## config.mk

```make
export PLATFORM = sky130hd
export DESIGN_NAME = load_store_unit
export DESIGN_NICKNAME = d
export VERILOG_FILES = /design/src/rtl/load_store_unit.sv
export SDC_FILE = /design/constraint.sdc
export NUM_CORES = 1
export LEC_CHECK = 0
export ABC_AREA = 1
export BUFFER_PORTS_ARGS = -buffer_cell sky130_fd_sc_hd__buf_2
export CORE_UTILIZATION = 49
export CTS_BUF_LIST = sky130_fd_sc_hd__clkbuf_4 sky130_fd_sc_hd__clkbuf_8
export CTS_CLUSTER_DIAMETER = 200
export DETAILED_ROUTE_END_ITERATION = 10
export PLACE_DENSITY = 0.78
export REMOVE_ABC_BUFFERS = 1
export SETUP_SLACK_MARGIN = 0.2
export SYNTH_ARGS = -nofsm -noshare
export SYNTH_HDL_FRONTEND = slang
export SYNTH_SLANG_ARGS = --single-unit
export TNS_END_PERCENT = 50
```

## constraint.sdc

```tcl
create_clock -name clk -period 2.19 [get_ports clk]
set_clock_uncertainty 0.15 [all_clocks]
set_input_delay 0.3285 -clock clk [delete_from_list [all_inputs] [get_ports clk]]
set_output_delay 0.3285 -clock clk [all_outputs]
set_load 0.005 [all_outputs]
```

## src/rtl/load_store_unit.sv

```systemverilog
// Load/store sequencer between a decoded instruction stream, a register file and
// a data memory with a bounded wait for the memory acknowledge.
module load_store_unit #(
    parameter int unsigned TIMEOUT = 16
) (
    input  logic        clk,
    input  logic        rst_n,
    input  logic [15:0] instr,
    input  logic        instr_valid,
    output logic        instr_ready,
    output logic [3:0]  rf_raddr,
    input  logic [15:0] rf_rdata,
    output logic        rf_we,
    output logic [3:0]  rf_waddr,
    output logic [15:0] rf_wdata,
    output logic        mem_req,
    output logic        mem_we,
    output logic [7:0]  mem_addr,
    output logic [15:0] mem_wdata,
    input  logic        mem_ack,
    input  logic [15:0] mem_rdata,
    output logic        done,
    output logic        err_illegal,
    output logic        err_timeout
);

    localparam int unsigned CNT_W = 8;
    localparam logic [3:0]  OP_LOAD  = 4'b0000;
    localparam logic [3:0]  OP_STORE = 4'b0001;

    typedef enum logic [1:0] {
        S_IDLE = 2'd0,
        S_MEM  = 2'd1,
        S_WB   = 2'd2
    } state_t;

    state_t             state_q, state_d;
    logic [CNT_W-1:0]   cnt_q, cnt_d;
    logic [CNT_W-1:0]   cnt_inc;
    logic [3:0]         opcode;
    logic               accept_mem;
    logic               illegal;
    logic               ack_hit;
    logic               expired;

    assign opcode   = instr[3:0];
    assign rf_raddr = instr[7:4];
    assign cnt_inc  = cnt_q + CNT_W'(1);

    // Next-state and event decode; ack is checked before the wait limit so it wins.
    always_comb begin
        state_d    = state_q;
        cnt_d      = cnt_q;
        accept_mem = 1'b0;
        illegal    = 1'b0;
        ack_hit    = 1'b0;
        expired    = 1'b0;
        case (state_q)
            S_IDLE: begin
                if (instr_valid) begin
                    if (opcode == OP_LOAD || opcode == OP_STORE) begin
                        accept_mem = 1'b1;
                        cnt_d      = '0;
                        state_d    = S_MEM;
                    end else begin
                        illegal = 1'b1;
                    end
                end
            end
            S_MEM: begin
                if (mem_ack) begin
                    ack_hit = 1'b1;
                    state_d = mem_we ? S_IDLE : S_WB;
                end else if (cnt_inc == CNT_W'(TIMEOUT)) begin
                    expired = 1'b1;
                    state_d = S_IDLE;
                end else begin
                    cnt_d = cnt_inc;
                end
            end
            S_WB:    state_d = S_IDLE;
            default: state_d = S_IDLE;
        endcase
    end

    // State, captured operands and registered outputs.
    always_ff @(posedge clk) begin
        if (!rst_n) begin
            state_q     <= S_IDLE;
            cnt_q       <= '0;
            instr_ready <= 1'b1;
            mem_req     <= 1'b0;
            mem_we      <= 1'b0;
            mem_addr    <= '0;
            mem_wdata   <= '0;
            rf_we       <= 1'b0;
            rf_waddr    <= '0;
            rf_wdata    <= '0;
            done        <= 1'b0;
            err_illegal <= 1'b0;
            err_timeout <= 1'b0;
        end else begin
            state_q     <= state_d;
            cnt_q       <= cnt_d;
            instr_ready <= (state_d == S_IDLE);
            mem_req     <= (state_d == S_MEM);
            rf_we       <= (state_d == S_WB);
            done        <= ack_hit;
            err_illegal <= illegal;
            err_timeout <= expired;
            if (accept_mem) begin
                mem_addr <= instr[15:8];
                mem_we   <= (opcode == OP_STORE);
                if (opcode == OP_STORE) begin
                    mem_wdata <= rf_rdata;
                end else begin
                    rf_waddr <= instr[7:4];
                end
            end
            if (ack_hit && !mem_we) begin
                rf_wdata <= mem_rdata;
            end
        end
    end

endmodule

```

==> metrics <==
outcome=complete, no violations; TritonCTS Sinks=a little over 60; core area=between 0.004 and 0.005 mm2; Routed Antenna Nets=0; largest area contributor in the netlist=dfxtp_1; antenna violations before repair=0; Final Setup Violations=0; final worst setup slack=approximately 0.44 ns; Post-CTS Setup Bufs=0; r2r worst-path depth=12; Vias/cell=4.66; final max-slew violation count=0; final period utilization=0.799; Post-Syn Instances=314; sequential fraction of the synthesis area=0.504; min Tclk post-route=approximately 1.8 ns; DRT Wirelength=roughly 5300 um; syn_area_per_cell=slightly below 8 um2; DRC viols=0; Worst Tran Pin Value=between 0.3 and 0.4 ns; Synth Cell Area=between 0.002 and 0.0025 mm2; router iterations before antenna repair=4; H-tree levels=3; Initial Util=0.510; share of cells above drive strength 1=0.366; io pins=107; max-cap viol count=0; Die Ht=between 70 and 80 um; input/output buffers=106; leading cell types by count after synthesis=109 x nor2_1, 61 x dfxtp_1, 44 x o21ai_0; Pwr Density=703 mW/mm2; die area=between 0.005 and 0.006 mm2; Max Clock Freq=0.571 GHz; vias in the first global route=about 2.1k; Post-Route Setup TNS=0 ns; Post-synth EDFFs=0; Clk pin slew, worst setup/hold paths=around 0.060 ns; GRT overflow=0; CP endpoint kind=register; ant diodes=0; Synth Register Bits=between 60 and 70; Yosys top cell area share=0.504; CTS root buf=clkbuf_8; Startpoint Class=register; DR iter-0 viols=between 100 and 150; worst-path cell chain=ha_1 > nand2_1 > inv_2 > nand2_1 > nand2_1 > nand2_2 > nor2_4 > nand3_2 > nand2_4 > nand2_4 > nor2_1 > nor2_1; Max clock buf depth=2; total CTS buffers=9; Leak=between 1.5 and 2 nW; CTS tree=yes; critical path's slowest cell=dfxtp_1; Top delay family on crit path=simple AND/OR/NAND/NOR gates; first-pass GRT wire length=roughly 8900 um; WL/cell=10.8 um; routed via count=around 2.3k; Core Util, Final=0.663; RSZ-0062 raised after global routing=false; Area Growth Syn to Fin=30.0%; worst skew pair latency=0.33 ns; Synth cell types=30; post-synthesis async set-or-reset flop share=0; # fillers=approximately 430; CP most frequent cell=nand2_1; most frequent cell after synthesis=nor2_1; hold_buf cts=0; pin count of the biggest net entering global routing=29; WP depth=12; routability cong.=between 0.8 and 0.9; row count=25; Synth Flop Type=dfxtp_1; Crit path required time=roughly 2.3 ns; crit-path max FO=7; Final Cell Area=between 0.003 and 0.004 mm2; slowest cell delay on critical path=0.37 ns; Nets=approximately 470; DP Worst Slack=roughly 0.4 ns; top post-synthesis cells by area=dfxtp_1 50%, nor2_1 17%, o21ai_0 9.1%, nand2_1 3.9%, nand3_1 2.5%; Setup CP Type=reg2reg; worst hold path type=in2reg; Hold Fails Final Rpt=0; Relative slew margins=0.734; width of the die=~72 um; yosys warns=0; WP buf/inv=1; DP HPWL=between 3000 and 4000 um; post-placement cell area=just under 0.003 mm2; crit path DAT=1.82 ns; maximum VDD drop=about 0.00047 V; Tot GR Track Use=0.218; hold depth=3; CTS resizes=0
-- sequential cells by signal (all words and copies together), names as in the netlist, 2 cells and up --
signal and flops:
rf_waddr 4, mem_wdata 16, cnt_q 8, mem_addr 8, state_q 2, rf_wdata 16
-- through the flow --
step / hold WS, ns / power, W / std cells
after floorplan: 0.299 / 0.00125 / 300
after global placement: 0.312 / 0.00134 / 475
after detailed placement: 0.318 / 0.00135 / 475
after CTS: 0.0658 / 0.00224 / 491
after global routing: 0.0801 / 0.00232 / 491
final: 0.0777 / 0.00221 / 491
-- layer usage --
| metal | global-route usage | wire length (um) | up-vias |
|---|---|---|---|
| li1 | - | - | 1204 |
| met3 | 0.0667 | 258 | 7 |
| met4 | 0.0850 | 69 | 0 |
| met2 | 0.366 | 2480 | 62 |
| met1 | 0.260 | 2480 | 1017 |
| met5 | 0 | 0 | - |
-- final cells by class --
class / instances / area (um2) / area share
Multi-Input combinational cell: 223 / 1060 / 0.335
Timing Repair Buffer: 108 / 546 / 0.173
Clock buffer: 12 / 159 / 0.0504
Clock inverter: 4 / 22.5 / 0.00715
Tap cell: 67 / 83.8 / 0.0266
Sequential cell: 61 / 1220 / 0.387
Inverter: 16 / 63.8 / 0.0202
-- where the power goes --
part	leakage (nW)	switching (W)	internal, W	total, W
clock	0.0956	0.000415	0.000479	0.000893
sequential	0.494	0.0000160	0.00114	0.00115
combinational	0.943	0.0000885	0.0000796	0.000168
total	1.53	0.000519	0.00170	0.00221
-- placed cells by master, fill, tap and decap left out, drive strengths merged --
cell type	netlist	routed
nor2	119	119
inv	14	14
or2	2	2
nand4	1	1
buf	9	108
ha	1	1
nand3	14	14
nor3	2	2
dfxtp	61	61
a21oi	4	4
nor4	1	1
nand2	32	32
clkinv	2	5
clkbuf	5	12
xor2	2	2
clkinvlp	0	1
o21ai	45	45
-- tightest hold or removal path, cell delays in order --
cell,delay [ns]
buf_2,0.07
nor2_1,0.03
nor2_1,0.08
-- final timing paths --
kind | endpoint | slack, ns | from
max | cnt_q[0] | 0.44 | cnt_q[0]
min | rf_wdata[11] | 0.08 | mem_rdata[11]
max reg2reg | cnt_q[0] | 0.44 | cnt_q[0]
min reg2reg | mem_wdata[14] | 0.33 | mem_wdata[14]
-- cell families (layout without fill, tap and decap cells) --
kind of cell,count (synthesis),count (layout),share of synthesized area
XOR/XNOR,2,2,0.0103
buffers and inverters,30,140,0.0604
flip-flops,61,61,0.504
AO/OA/AOI/OAI,49,49,0.104
AND/OR/NAND/NOR,171,171,0.316
adder cells (fa/ha/maj),1,1,0.00516
Note: power is estimated with default switching activity, not from simulation.
